$ cat config.mk
export PLATFORM = sky130hd
export DESIGN_NAME = pixel_stream_packer_flat
export DESIGN_NICKNAME = d
export VERILOG_FILES = /design/src/rtl/pixel_stream_packer_pkg.sv /design/src/rtl/pixel_stream_packer_if.sv /design/src/rtl/pixel_stream_packer_accumulator.sv /design/src/rtl/pixel_stream_packer.sv /design/src/flat_wrapper.sv
export SDC_FILE = /design/constraint.sdc
export NUM_CORES = 1
export LEC_CHECK = 0
export BUFFER_PORTS_ARGS = -buffer_cell sky130_fd_sc_hd__buf_2
export CAP_MARGIN = 20
export CELL_PAD_IN_SITES_DETAIL_PLACEMENT = 0
export CELL_PAD_IN_SITES_GLOBAL_PLACEMENT = 2
export CORE_MARGIN = 1.5
export CORE_UTILIZATION = 31
export CTS_BUF_LIST = sky130_fd_sc_hd__clkbuf_4 sky130_fd_sc_hd__clkbuf_8
export DETAILED_ROUTE_END_ITERATION = 6
export PLACE_DENSITY_LB_ADDON = 0.2
export SYNTH_ARGS = -nofsm -noshare
export SYNTH_HDL_FRONTEND = slang
export SYNTH_SLANG_ARGS = --single-unit
$ cat constraint.sdc
create_clock -name clk -period 4.7 [get_ports clk]
set_input_delay 0.47 -clock clk [delete_from_list [all_inputs] [get_ports clk]]
set_output_delay 0.47 -clock clk [all_outputs]
set_load 0.05 [all_outputs]
$ cat src/rtl/pixel_stream_packer_pkg.sv
// rtl/pixel_stream_packer_pkg.sv - shared constants and state encoding for the pixel stream packer
package pixel_stream_pkg;

    localparam logic MODE_RGB888   = 1'b0;
    localparam logic MODE_RGBX8888 = 1'b1;

    localparam logic [7:0] PAD_BYTE = 8'h00;

    typedef enum logic {
        ST_RUN   = 1'b0,
        ST_FLUSH = 1'b1
    } state_t;

endpackage

$ cat src/rtl/pixel_stream_packer_if.sv
// rtl/pixel_stream_packer_if.sv - pixel input handshake and AXI-Stream video output bundle
interface pixel_stream_packer_if #(
    parameter int DATA_WIDTH = 32
);
    localparam int BPW = DATA_WIDTH / 8;

    logic [7:0]            in_r;
    logic [7:0]            in_g;
    logic [7:0]            in_b;
    logic                  in_sof;
    logic                  in_eol;
    logic                  in_valid;
    logic                  in_ready;
    logic [DATA_WIDTH-1:0] out_tdata;
    logic [BPW-1:0]        out_tkeep;
    logic                  out_tlast;
    logic                  out_tuser;
    logic                  out_tvalid;
    logic                  out_tready;

    modport master (
        output in_r, in_g, in_b, in_sof, in_eol, in_valid, out_tready,
        input  in_ready, out_tdata, out_tkeep, out_tlast, out_tuser, out_tvalid
    );

    modport slave (
        input  in_r, in_g, in_b, in_sof, in_eol, in_valid, out_tready,
        output in_ready, out_tdata, out_tkeep, out_tlast, out_tuser, out_tvalid
    );
endinterface

$ cat src/rtl/pixel_stream_packer_accumulator.sv
// rtl/pixel_stream_packer_accumulator.sv - residual byte register and full-word/remainder split
module pixel_byte_accumulator #(
    parameter int BPW = 4
) (
    input  logic             clk,
    input  logic             reset,
    input  logic             load,
    input  logic             restart,
    input  logic             drain,
    input  logic             eol,
    input  logic [31:0]      pix,
    input  logic [2:0]       add,
    output logic             full,
    output logic [BPW*8-1:0] full_word,
    output logic [BPW*8-1:0] rem_word,
    output logic [BPW*8-1:0] residual,
    output logic [7:0]       rem_count,
    output logic [7:0]       count
);
    localparam int W = (BPW + 4) * 8;

    logic [7:0]   base;
    logic [7:0]   total;
    logic [W-1:0] merged;
    logic [W-1:0] shifted;

    // Residual bytes above count are kept zero so OR-merging the new pixel is safe.
    always_comb begin
        base      = restart ? 8'd0 : count;
        total     = base + {5'd0, add};
        merged    = (restart ? {W{1'b0}} : W'(residual)) | (W'(pix) << {base, 3'b000});
        shifted   = merged >> (BPW * 8);
        full      = total >= 8'(BPW);
        full_word = merged[BPW*8-1:0];
        rem_word  = full ? shifted[BPW*8-1:0] : merged[BPW*8-1:0];
        rem_count = full ? total - 8'(BPW) : total;
    end

    // An eol with a full word and leftover bytes keeps the leftovers here until drained.
    always_ff @(posedge clk) begin
        if (reset || drain) begin
            count    <= 8'd0;
            residual <= '0;
        end else if (load) begin
            if (eol && !full) begin
                count    <= 8'd0;
                residual <= '0;
            end else begin
                count    <= rem_count;
                residual <= rem_word;
            end
        end
    end
endmodule

$ cat src/rtl/pixel_stream_packer.sv
// rtl/pixel_stream_packer.sv - RGB888 pixel to AXI-Stream video word packer with eol flush and sync check
module pixel_stream_packer
    import pixel_stream_pkg::*;
#(
    parameter int DATA_WIDTH = 32
) (
    input  logic                 clk,
    input  logic                 reset,
    input  logic                 mode,
    pixel_stream_packer_if.slave bus,
    output logic                 sync_err
);
    localparam int BPW = DATA_WIDTH / 8;

    state_t                state;
    logic                  mode_q;
    logic                  sof_pend;
    logic                  accept;
    logic                  out_hs;
    logic                  mode_eff;
    logic [31:0]           pix;
    logic [2:0]            add;
    logic                  full;
    logic [DATA_WIDTH-1:0] full_word;
    logic [DATA_WIDTH-1:0] rem_word;
    logic [DATA_WIDTH-1:0] residual;
    logic [7:0]            rem_count;
    logic [7:0]            count;
    logic [DATA_WIDTH-1:0] tdata;
    logic [BPW-1:0]        tkeep;
    logic                  tlast;
    logic                  tuser;
    logic                  tvalid;

    function automatic logic [BPW-1:0] keep_mask(input logic [7:0] n);
        logic [BPW-1:0] ones;
        ones = {BPW{1'b1}};
        return ~(ones << n);
    endfunction

    assign bus.in_ready   = !reset && (state == ST_RUN) && (!tvalid || bus.out_tready);
    assign accept         = bus.in_valid && bus.in_ready;
    assign out_hs         = tvalid && bus.out_tready;
    assign mode_eff       = bus.in_sof ? mode : mode_q;
    assign add            = (mode_eff == MODE_RGBX8888) ? 3'd4 : 3'd3;
    assign pix            = {(mode_eff == MODE_RGBX8888) ? PAD_BYTE : 8'h00, bus.in_r, bus.in_g, bus.in_b};
    assign bus.out_tdata  = tdata;
    assign bus.out_tkeep  = tkeep;
    assign bus.out_tlast  = tlast;
    assign bus.out_tuser  = tuser;
    assign bus.out_tvalid = tvalid;

    pixel_byte_accumulator #(.BPW(BPW)) u_acc (
        .clk       (clk),
        .reset     (reset),
        .load      (accept),
        .restart   (accept && bus.in_sof),
        .drain     ((state == ST_FLUSH) && out_hs),
        .eol       (bus.in_eol),
        .pix       (pix),
        .add       (add),
        .full      (full),
        .full_word (full_word),
        .rem_word  (rem_word),
        .residual  (residual),
        .rem_count (rem_count),
        .count     (count)
    );

    always_ff @(posedge clk) begin
        if (reset) begin
            state    <= ST_RUN;
            mode_q   <= MODE_RGB888;
            sof_pend <= 1'b0;
            tdata    <= '0;
            tkeep    <= '0;
            tlast    <= 1'b0;
            tuser    <= 1'b0;
            tvalid   <= 1'b0;
            sync_err <= 1'b0;
        end else begin
            sync_err <= accept && bus.in_sof && (count != 8'd0);
            case (state)
                ST_RUN: begin
                    if (accept) begin
                        if (bus.in_sof) mode_q <= mode;
                        if (full || bus.in_eol) begin
                            tvalid   <= 1'b1;
                            tuser    <= bus.in_sof || sof_pend;
                            sof_pend <= 1'b0;
                            tdata    <= full ? full_word : rem_word;
                            tkeep    <= full ? {BPW{1'b1}} : keep_mask(rem_count);
                            tlast    <= bus.in_eol && (!full || rem_count == 8'd0);
                            if (full && bus.in_eol && rem_count != 8'd0) state <= ST_FLUSH;
                        end else begin
                            sof_pend <= sof_pend || bus.in_sof;
                            if (out_hs) tvalid <= 1'b0;
                        end
                    end else if (out_hs) begin
                        tvalid <= 1'b0;
                    end
                end
                ST_FLUSH: begin
                    // The sof pixel, if any, already went out in the full word.
                    if (out_hs) begin
                        tdata <= residual;
                        tkeep <= keep_mask(count);
                        tlast <= 1'b1;
                        tuser <= 1'b0;
                        state <= ST_RUN;
                    end
                end
                default: state <= ST_RUN;
            endcase
        end
    end
endmodule

$ cat src/flat_wrapper.sv
// flat-port wrapper written by rule: the top's interface ports become plain ports
module pixel_stream_packer_flat import pixel_stream_pkg::*;
#(
    parameter int DATA_WIDTH = 32
)
  (clk, reset, mode, sync_err, bus_in_r, bus_in_g, bus_in_b, bus_in_sof, bus_in_eol, bus_in_valid, bus_out_tready, bus_in_ready, bus_out_tdata, bus_out_tkeep, bus_out_tlast, bus_out_tuser, bus_out_tvalid);
  pixel_stream_packer_if #(.DATA_WIDTH(DATA_WIDTH)) bus_i ();
  input  logic clk;
  input  logic reset;
  input  logic mode;
  output logic sync_err;
  input wire logic [$bits(bus_i.in_r)-1:0] bus_in_r;
  input wire logic [$bits(bus_i.in_g)-1:0] bus_in_g;
  input wire logic [$bits(bus_i.in_b)-1:0] bus_in_b;
  input wire logic [$bits(bus_i.in_sof)-1:0] bus_in_sof;
  input wire logic [$bits(bus_i.in_eol)-1:0] bus_in_eol;
  input wire logic [$bits(bus_i.in_valid)-1:0] bus_in_valid;
  input wire logic [$bits(bus_i.out_tready)-1:0] bus_out_tready;
  output wire logic [$bits(bus_i.in_ready)-1:0] bus_in_ready;
  output wire logic [$bits(bus_i.out_tdata)-1:0] bus_out_tdata;
  output wire logic [$bits(bus_i.out_tkeep)-1:0] bus_out_tkeep;
  output wire logic [$bits(bus_i.out_tlast)-1:0] bus_out_tlast;
  output wire logic [$bits(bus_i.out_tuser)-1:0] bus_out_tuser;
  output wire logic [$bits(bus_i.out_tvalid)-1:0] bus_out_tvalid;
  assign bus_i.in_r = bus_in_r;
  assign bus_i.in_g = bus_in_g;
  assign bus_i.in_b = bus_in_b;
  assign bus_i.in_sof = bus_in_sof;
  assign bus_i.in_eol = bus_in_eol;
  assign bus_i.in_valid = bus_in_valid;
  assign bus_i.out_tready = bus_out_tready;
  assign bus_in_ready = bus_i.in_ready;
  assign bus_out_tdata = bus_i.out_tdata;
  assign bus_out_tkeep = bus_i.out_tkeep;
  assign bus_out_tlast = bus_i.out_tlast;
  assign bus_out_tuser = bus_i.out_tuser;
  assign bus_out_tvalid = bus_i.out_tvalid;
  pixel_stream_packer #(.DATA_WIDTH(DATA_WIDTH)) u_core (.clk(clk), .reset(reset), .mode(mode), .bus(bus_i), .sync_err(sync_err));
endmodule
; Word-level counts from Yosys, hierarchy flattened
; Cells that the tools add are included.
[word_totals]
out_inout_bits = 41
register_bits = 83
mem_count = 0
ramBits = 0
latch_bits = 0
romBits = 0
word_cells = 83
in_bits = 31
[op_classes]
addsub = 2
bitwise_logic = 4
muxes = 35
n_div = 0
n_shift = 3
reduce_logical = 24
mul = 0
order_cmp = 1
eq_ne = 3
[op_table]
columns = op, count
row1 = 32-bit two-way mux, 7
row2 = 32-bit by 64-bit bitwise OR with 64-bit output, 1
row3 = 32-bit one-hot mux with 2 select lines, 1
row4 = 24-bit by 11-bit left shift with 64-bit output, 1
row5 = 8-bit two-way mux, 3
row6 = 4-bit two-way mux, 4
row7 = 8-bit nonzero test, 2
row8 = "4-bit by 8-bit left shift with 4-bit output, first input constant", 2
row9 = 1-bit two-way mux, 15
row10 = 1-bit logical AND, 11
row11 = 8-bit by 3-bit adder with 8-bit output, 1
row12 = "8-bit by 3-bit >= comparator with 1-bit output, second input constant", 1
row13 = 8-bit zero test, 1
row14 = 4-bit inverter, 2
row15 = 4-bit one-hot mux with 2 select lines, 1
row16 = "8-bit by 3-bit subtractor with 8-bit output, second input constant", 1
row17 = 1-bit one-hot mux with 2 select lines, 3
row18 = 1-bit logical OR, 5
row19 = "2-bit != test, second input constant", 2
row20 = 1-bit zero test, 3
row21 = 3-bit two-way mux, 1
row22 = 3-bit AND reduction, 1
row23 = "2-bit by 1-bit != test with 1-bit output, second input constant", 1
row24 = 2-bit AND reduction, 1
row25 = 1-bit inverter, 1

; Longest topological paths before layout
[logic_depth]
depth_word = 15
ltp_mapped = 23
mapped_depth_nobuf = 18

; Cells and area by module
; From an unflattened synthesis, not the netlist that was laid out.
[unflattened]
cells_unflattened = 933
area_unflattened_um2 = 6817.8
[modules_own_cells]
columns = module, n_inst, cells_per_inst, seq_area_each_um2, area_per_inst_um2
row1 = pixel_byte_accumulator, 1, 613, 800.8, 4481.8
row2 = pixel_stream_packer, 1, 320, 860.8, 2336.0

; Least setup slack after synthesis
; Ideal clock, no wire load.
[synth_timing]
path_type = flip-flop to flip-flop
startpoint = register u_core.tvalid, in the netlist u_core.bus.out_tvalid
endpoint = register u_core.tkeep[0], in the netlist u_core.bus.out_tkeep[0]
n_path_buf = 2
required_ns = 4.562
t_arrival_ns = 4.417
setup_time_ns = 0.138
path_stages_with_launch = 21
setup_slack_ns = 0.145
synth_period_minus_slack_ns = 4.555
cell_sequence = dfxtp_1 nor2b_1 o31ai_1 inv_2 buf_1 ha_1 ha_1 or2_2 mux2i_1 a21oi_1 o32a_1 clkbuf_1 inv_1 ha_1 nand2_1 nand2_1 nor3_2 o211ai_4 or3_4 o311ai_2 a21oi_1
[synth_via]
elab_chain_len = 15
elab_cells_between_ends = 22
classes_between = add/sub: 2 / order compare: 1 / eq/ne: 3 / shift: 1 / mux: 6 / bitwise: 1 / reduce/logical: 8
[synth_rtl]
columns = element, line
row1 = start: declaration, pixel_stream_packer.sv:33  ; logic tvalid;
row2 = start signal: assignment, pixel_stream_packer.sv:79  ; tvalid <= 1'b0;
row3 = start signal: assignment, pixel_stream_packer.sv:88  ; tvalid <= 1'b1;
row4 = start signal: assignment, pixel_stream_packer.sv:97  ; if (out_hs) tvalid <= 1'b0;
row5 = 1-bit zero test, pixel_stream_packer.sv:41  ; assign bus.in_ready = !reset && (state == ST_RUN) && (!tvalid || bus.out_tready);
row6 = 1-bit logical OR, pixel_stream_packer.sv:41
row7 = 1-bit logical AND, pixel_stream_packer.sv:41
row8 = 1-bit logical AND, pixel_stream_packer.sv:42  ; assign accept = bus.in_valid && bus.in_ready;
row9 = 1-bit logical AND, pixel_stream_packer.sv:57  ; .restart (accept && bus.in_sof),
row10 = 8-bit two-way mux, pixel_stream_packer_accumulator.sv:29  ; base = restart ? 8'd0 : count;
row11 = 8-bit by 3-bit adder with 8-bit output, pixel_stream_packer_accumulator.sv:30  ; total = base + {5'd0, add};
row12 = 8-bit by 3-bit subtractor with 8-bit output / 8-bit by 3-bit >= comparator with 1-bit output (equally long branches), "pixel_stream_packer_accumulator.sv:36, pixel_stream_packer_accumulator.sv:33"
row13 = 8-bit two-way mux, pixel_stream_packer_accumulator.sv:36  ; rem_count = full ? total - 8'(BPW) : total;
row14 = 4-bit by 8-bit left shift with 4-bit output, pixel_stream_packer.sv:38  ; return ~(ones << n);
row15 = 4-bit inverter, pixel_stream_packer.sv:38
row16 = 4-bit two-way mux, pixel_stream_packer.sv:92  ; tkeep <= full ? {BPW{1'b1}} : keep_mask(rem_count);
row17 = 4-bit two-way mux, pixel_stream_packer.sv:87  ; if (full || bus.in_eol) begin
row18 = 4-bit two-way mux, pixel_stream_packer.sv:85  ; if (accept) begin
row19 = 4-bit one-hot mux with 2 select lines, pixel_stream_packer.sv:83  ; case (state)
row20 = end signal: assignment, pixel_stream_packer.sv:92
row21 = end signal: assignment, pixel_stream_packer.sv:107  ; tkeep <= keep_mask(count);
row22 = end: declaration, pixel_stream_packer.sv:30  ; logic [BPW-1:0] tkeep;
; Parallel ways exist; a longest one is shown, timed or not. The select of a mux whose other input is x is not followed.
; A chain may end at the register's enable or synchronous reset.

; Worst setup path after layout
[layout_timing]
startpoint = register u_core.state
endpoint = register u_core.tdata[25], in the netlist u_core.bus.out_tdata[25]
[layout_via]
elab_chain_len = 13
elab_cells_between_ends = 21
classes_between = add/sub: 1 / order compare: 1 / eq/ne: 3 / shift: 1 / mux: 7 / bitwise: 2 / reduce/logical: 6
[layout_rtl]
columns = element, line
row1 = start: declaration, pixel_stream_packer.sv:15  ; state_t state;
row2 = start signal: assignment, pixel_stream_packer.sv:72  ; state <= ST_RUN;
row3 = start signal: assignment, pixel_stream_packer.sv:94  ; if (full && bus.in_eol && rem_count != 8'd0) state <= ST_FLUSH;
row4 = start signal: assignment, pixel_stream_packer.sv:110  ; state <= ST_RUN;
row5 = 1-bit inverter, "pixel_stream_packer.sv:41, pixel_stream_packer.sv:83"
row6 = 1-bit logical AND (2 in series), pixel_stream_packer.sv:41
row7 = 1-bit logical AND, pixel_stream_packer.sv:42
row8 = 1-bit logical AND, pixel_stream_packer.sv:57
row9 = 8-bit two-way mux, pixel_stream_packer_accumulator.sv:29
row10 = 8-bit by 3-bit adder with 8-bit output / 24-bit by 11-bit left shift with 64-bit output (equally long branches), "pixel_stream_packer_accumulator.sv:30, pixel_stream_packer_accumulator.sv:31"
row11 = 8-bit by 3-bit >= comparator with 1-bit output / 32-bit by 64-bit bitwise OR with 64-bit output (equally long branches), "pixel_stream_packer_accumulator.sv:33, pixel_stream_packer_accumulator.sv:31"
row12 = 32-bit two-way mux, pixel_stream_packer_accumulator.sv:35  ; rem_word = full ? shifted[BPW*8-1:0] : merged[BPW*8-1:0];
row13 = 32-bit two-way mux, pixel_stream_packer.sv:91  ; tdata <= full ? full_word : rem_word;
row14 = 32-bit two-way mux, pixel_stream_packer.sv:87
row15 = 32-bit two-way mux, pixel_stream_packer.sv:85
row16 = 32-bit one-hot mux with 2 select lines, pixel_stream_packer.sv:83
row17 = end signal: assignment, pixel_stream_packer.sv:91
row18 = end signal: assignment, pixel_stream_packer.sv:106  ; tdata <= residual;
row19 = end: declaration, pixel_stream_packer.sv:29  ; logic [DATA_WIDTH-1:0] tdata;
; Parallel ways exist; a longest one is shown, timed or not. The select of a mux whose other input is x is not followed.

==> results_dict.tcl <==
set metrics [dict create \
    status "complete, no violations" \
    min_period_ps 4350 \
    layout_common_cells "dfxtp_1, nor2_1, nand2_1" \
    rows 47 \
    maxSlewHeadroom_pct 29.9 \
    setup_viol 0 \
    synth_cells 691 \
    portBuffers 71 \
    rsz0062_at_grt "no" \
    tightest_slew_ps 1040 \
    track_usage_pct 22.1 \
    die_area_sq_um 18000 \
    wl_per_cell_microns 20.7 \
    ys_ff_latch 83 \
    post-place-ws_ps -1.44 \
    cts_htree_levels 3 \
    max_freq_mhz 230 \
    maxSlewViolCount 0 \
    skew_ps 16.6 \
    synth_warnings 0 \
    cts_resized 0 \
    vias 5700 \
    via_per_inst 5.86 \
    cts.clk_slew.worst_paths_ps 90 \
    synth_edf_count 0 \
    power.density_nw_per_um2 420 \
    syn-cell-area_sq_um 5330 \
    grt_pass1_wl_microns 30800 \
    final_hold_viol_count 0 \
    cts_setup_buffers 0 \
    whs_ps 432 \
    crit_chain "or2_1 > o31ai_1 > inv_2 > ha_1 > ha_1 > buf_4 > inv_1 > mux2i_1 > a21oi_1 > o32a_1 > inv_1 > ha_1 > nand2_1 > nand2_1 > nor4_1 > o211a_1 > o21ai_4 > buf_4 > nor2_1 > nor3_2" \
    grt_pass1_vias 5359 \
    drive_gt1_share_pct 24.0 \
    seqCellArea_sq_um 1660 \
    ios 72 \
    cts_tree "built" \
    crit_path_frequent_cell "ha_1" \
    cp_slowest_stage_delay_ps 480 \
    leakage_nw 2.37 \
    clock_path_buffers 2 \
    critPathLaunchType "register" \
    synth-async-reset-ratio_pct 0 \
    cts_root_buffer "clkbuf_8" \
    r2r_slack_ps 350 \
    maxCapViolCount 0 \
    cp-end-kind "register" \
    antenna_found_initial 0 \
    hpwl_microns 14200 \
    placed_cell_area_sq_um 5960 \
    multiInputGateArea_sq_um 3420 \
    worstHoldPathType "in2reg" \
    grt_max_degree 45 \
    gp_congestion 0.891 \
    die_h_microns 134 \
    final_common_cell "dfxtp_1" \
    final_area_sq_um 6220 \
    avgSynthCellArea_sq_um 7.72 \
    syn-num-nets 726 \
    ctsHoldBuffers 0 \
    cp.arrival_ps 4590 \
    setup_slack_ps 355 \
    cp_top_family "compound AO/OA/AOI/OAI gates" \
    cts_buffers 9 \
    core_sq_um 16700 \
    drt-initial-drc-count 475 \
    ant_nets 0 \
    routed_wl_microns 20100 \
    crit_fanout 17 \
    tns_ps 0 \
    crit_buf_inv 5 \
    clk_latency_ps 380 \
    diodes 0 \
    ir_worst_vdd_v 0.000181 \
    fin_crit_sh_pct 92.5 \
    worst-setup-path-type "reg2reg" \
    fin_nets 783 \
    first_pass_iters 5 \
    synth.distinct_cells 71 \
    post-route-drc-count 0 \
    cp_slowest_cell "nor4_1" \
    syn2layout_area_growth_pct 16.6 \
    overflow 0 \
    crit_required_ps 4950 \
    start_util_pct 31.9 \
    nFillCells 1825 \
    ys_seq_area_share_pct 31.2 \
    dieWidth_microns 134 \
    clock_sinks 83 \
    ys.flop_type "dfxtp_1" \
]
-- cell usage after synthesis (all sizes together) (2+ instances only) --
cell type | n | area share, %
and3 | 2 | 0.23
a31oi | 18 | 2.1
a311oi | 8 | 2.3
mux2 | 3 | 0.70
inv | 9 | 0.68
a221oi | 25 | 4.1
dfxtp | 83 | 31
nand2b | 4 | 0.47
or2 | 2 | 0.23
o22ai | 2 | 0.23
mux2i | 17 | 3.2
o211ai | 8 | 1.5
nand2 | 84 | 6.4
ha | 4 | 0.94
clkbuf | 43 | 3.1
a22o | 11 | 1.8
nor4 | 6 | 1.1
a21oi | 60 | 6.4
a32o | 6 | 1.1
or4 | 5 | 0.70
o21ai | 66 | 6.6
nand3 | 27 | 2.5
o2bb2ai | 16 | 2.7
buf | 16 | 1.8
xnor2 | 2 | 0.33
a211oi | 4 | 0.66
nor2b | 3 | 0.35
nor3 | 29 | 3.5
and2 | 5 | 0.59
a22oi | 17 | 2.4
nor2 | 80 | 5.7
o211a | 3 | 0.56
o31ai | 4 | 0.66
or3 | 4 | 0.56
-- layer usage --
| metal | up-vias | track usage (%) | wire, microns |
|---|---|---|---|
| met3 | 29 | 3.36 | 960 |
| met2 | 165 | 35.3 | 9380 |
| met4 | 0 | 7.65 | 436 |
| met1 | 2804 | 30.3 | 9320 |
| met5 | - | 0 | 0 |
| li1 | 2702 | - | - |
-- cell families after synthesis --
group / count (synthesis) / synth area share (%)
buffers and inverters: 68 / 5.56
muxes: 20 / 3.89
xor gates and xnor gates: 2 / 0.329
AOI/OAI and AO/OA: 259 / 35.2
DFF: 83 / 31.2
adders and majority gates: 4 / 0.939
and+or+nand+nor: 255 / 22.9
-- per-stage QoR --
stage	instances	util, %	total power [mW]
final	973	37.2	2.61
after global routing	973	37.2	2.77
after CTS	970	36.9	2.61
after detailed placement	954	35.7	2.05
after global placement	953	35.6	2.04
after floorplan	691	-	1.71
-- final cells by class --
| type | instances | area share [%] |
|---|---|---|
| Multi-Input combinational cell | 541 | 55.0 |
| Sequential cell | 83 | 26.7 |
| Timing Repair Buffer | 104 | 9.98 |
| Tap cell | 220 | 4.43 |
| Clock buffer | 10 | 2.11 |
| Clock inverter | 6 | 1.19 |
| Inverter | 9 | 0.584 |
-- where the power goes --
group / total, mW / internal (mW) / switching (mW)
clock: 0.557 / 0.258 / 0.298
sequential: 0.846 / 0.787 / 0.0596
combinational: 1.21 / 0.362 / 0.846
total: 2.61 / 1.41 / 1.20
-- path summary, 6_finish.rpt --
| check | start | end | cells past startpoint |
|---|---|---|---|
| max | u_core.state | u_core.bus.out_tdata[25] | 20 |
| min | bus_in_eol | u_core.state | 2 |
| min reg2reg | u_core.bus.out_tdata[14] | u_core.bus.out_tdata[14] | 2 |
| max reg2reg | u_core.state | u_core.bus.out_tdata[25] | 20 |
-- flip-flops by register name, summed over array words and instances (netlist names) --
signal and flops:
u_core.state 1, u_core.bus.out_tlast 1, u_core.sync_err 1, u_core.u_acc.residual 32
u_core.u_acc.count 8, u_core.bus.out_tvalid 1, u_core.bus.out_tdata 32, u_core.mode_q 1
u_core.bus.out_tkeep 4, u_core.sof_pend 1, u_core.bus.out_tuser 1
Note: power is estimated with default switching activity, not from simulation.
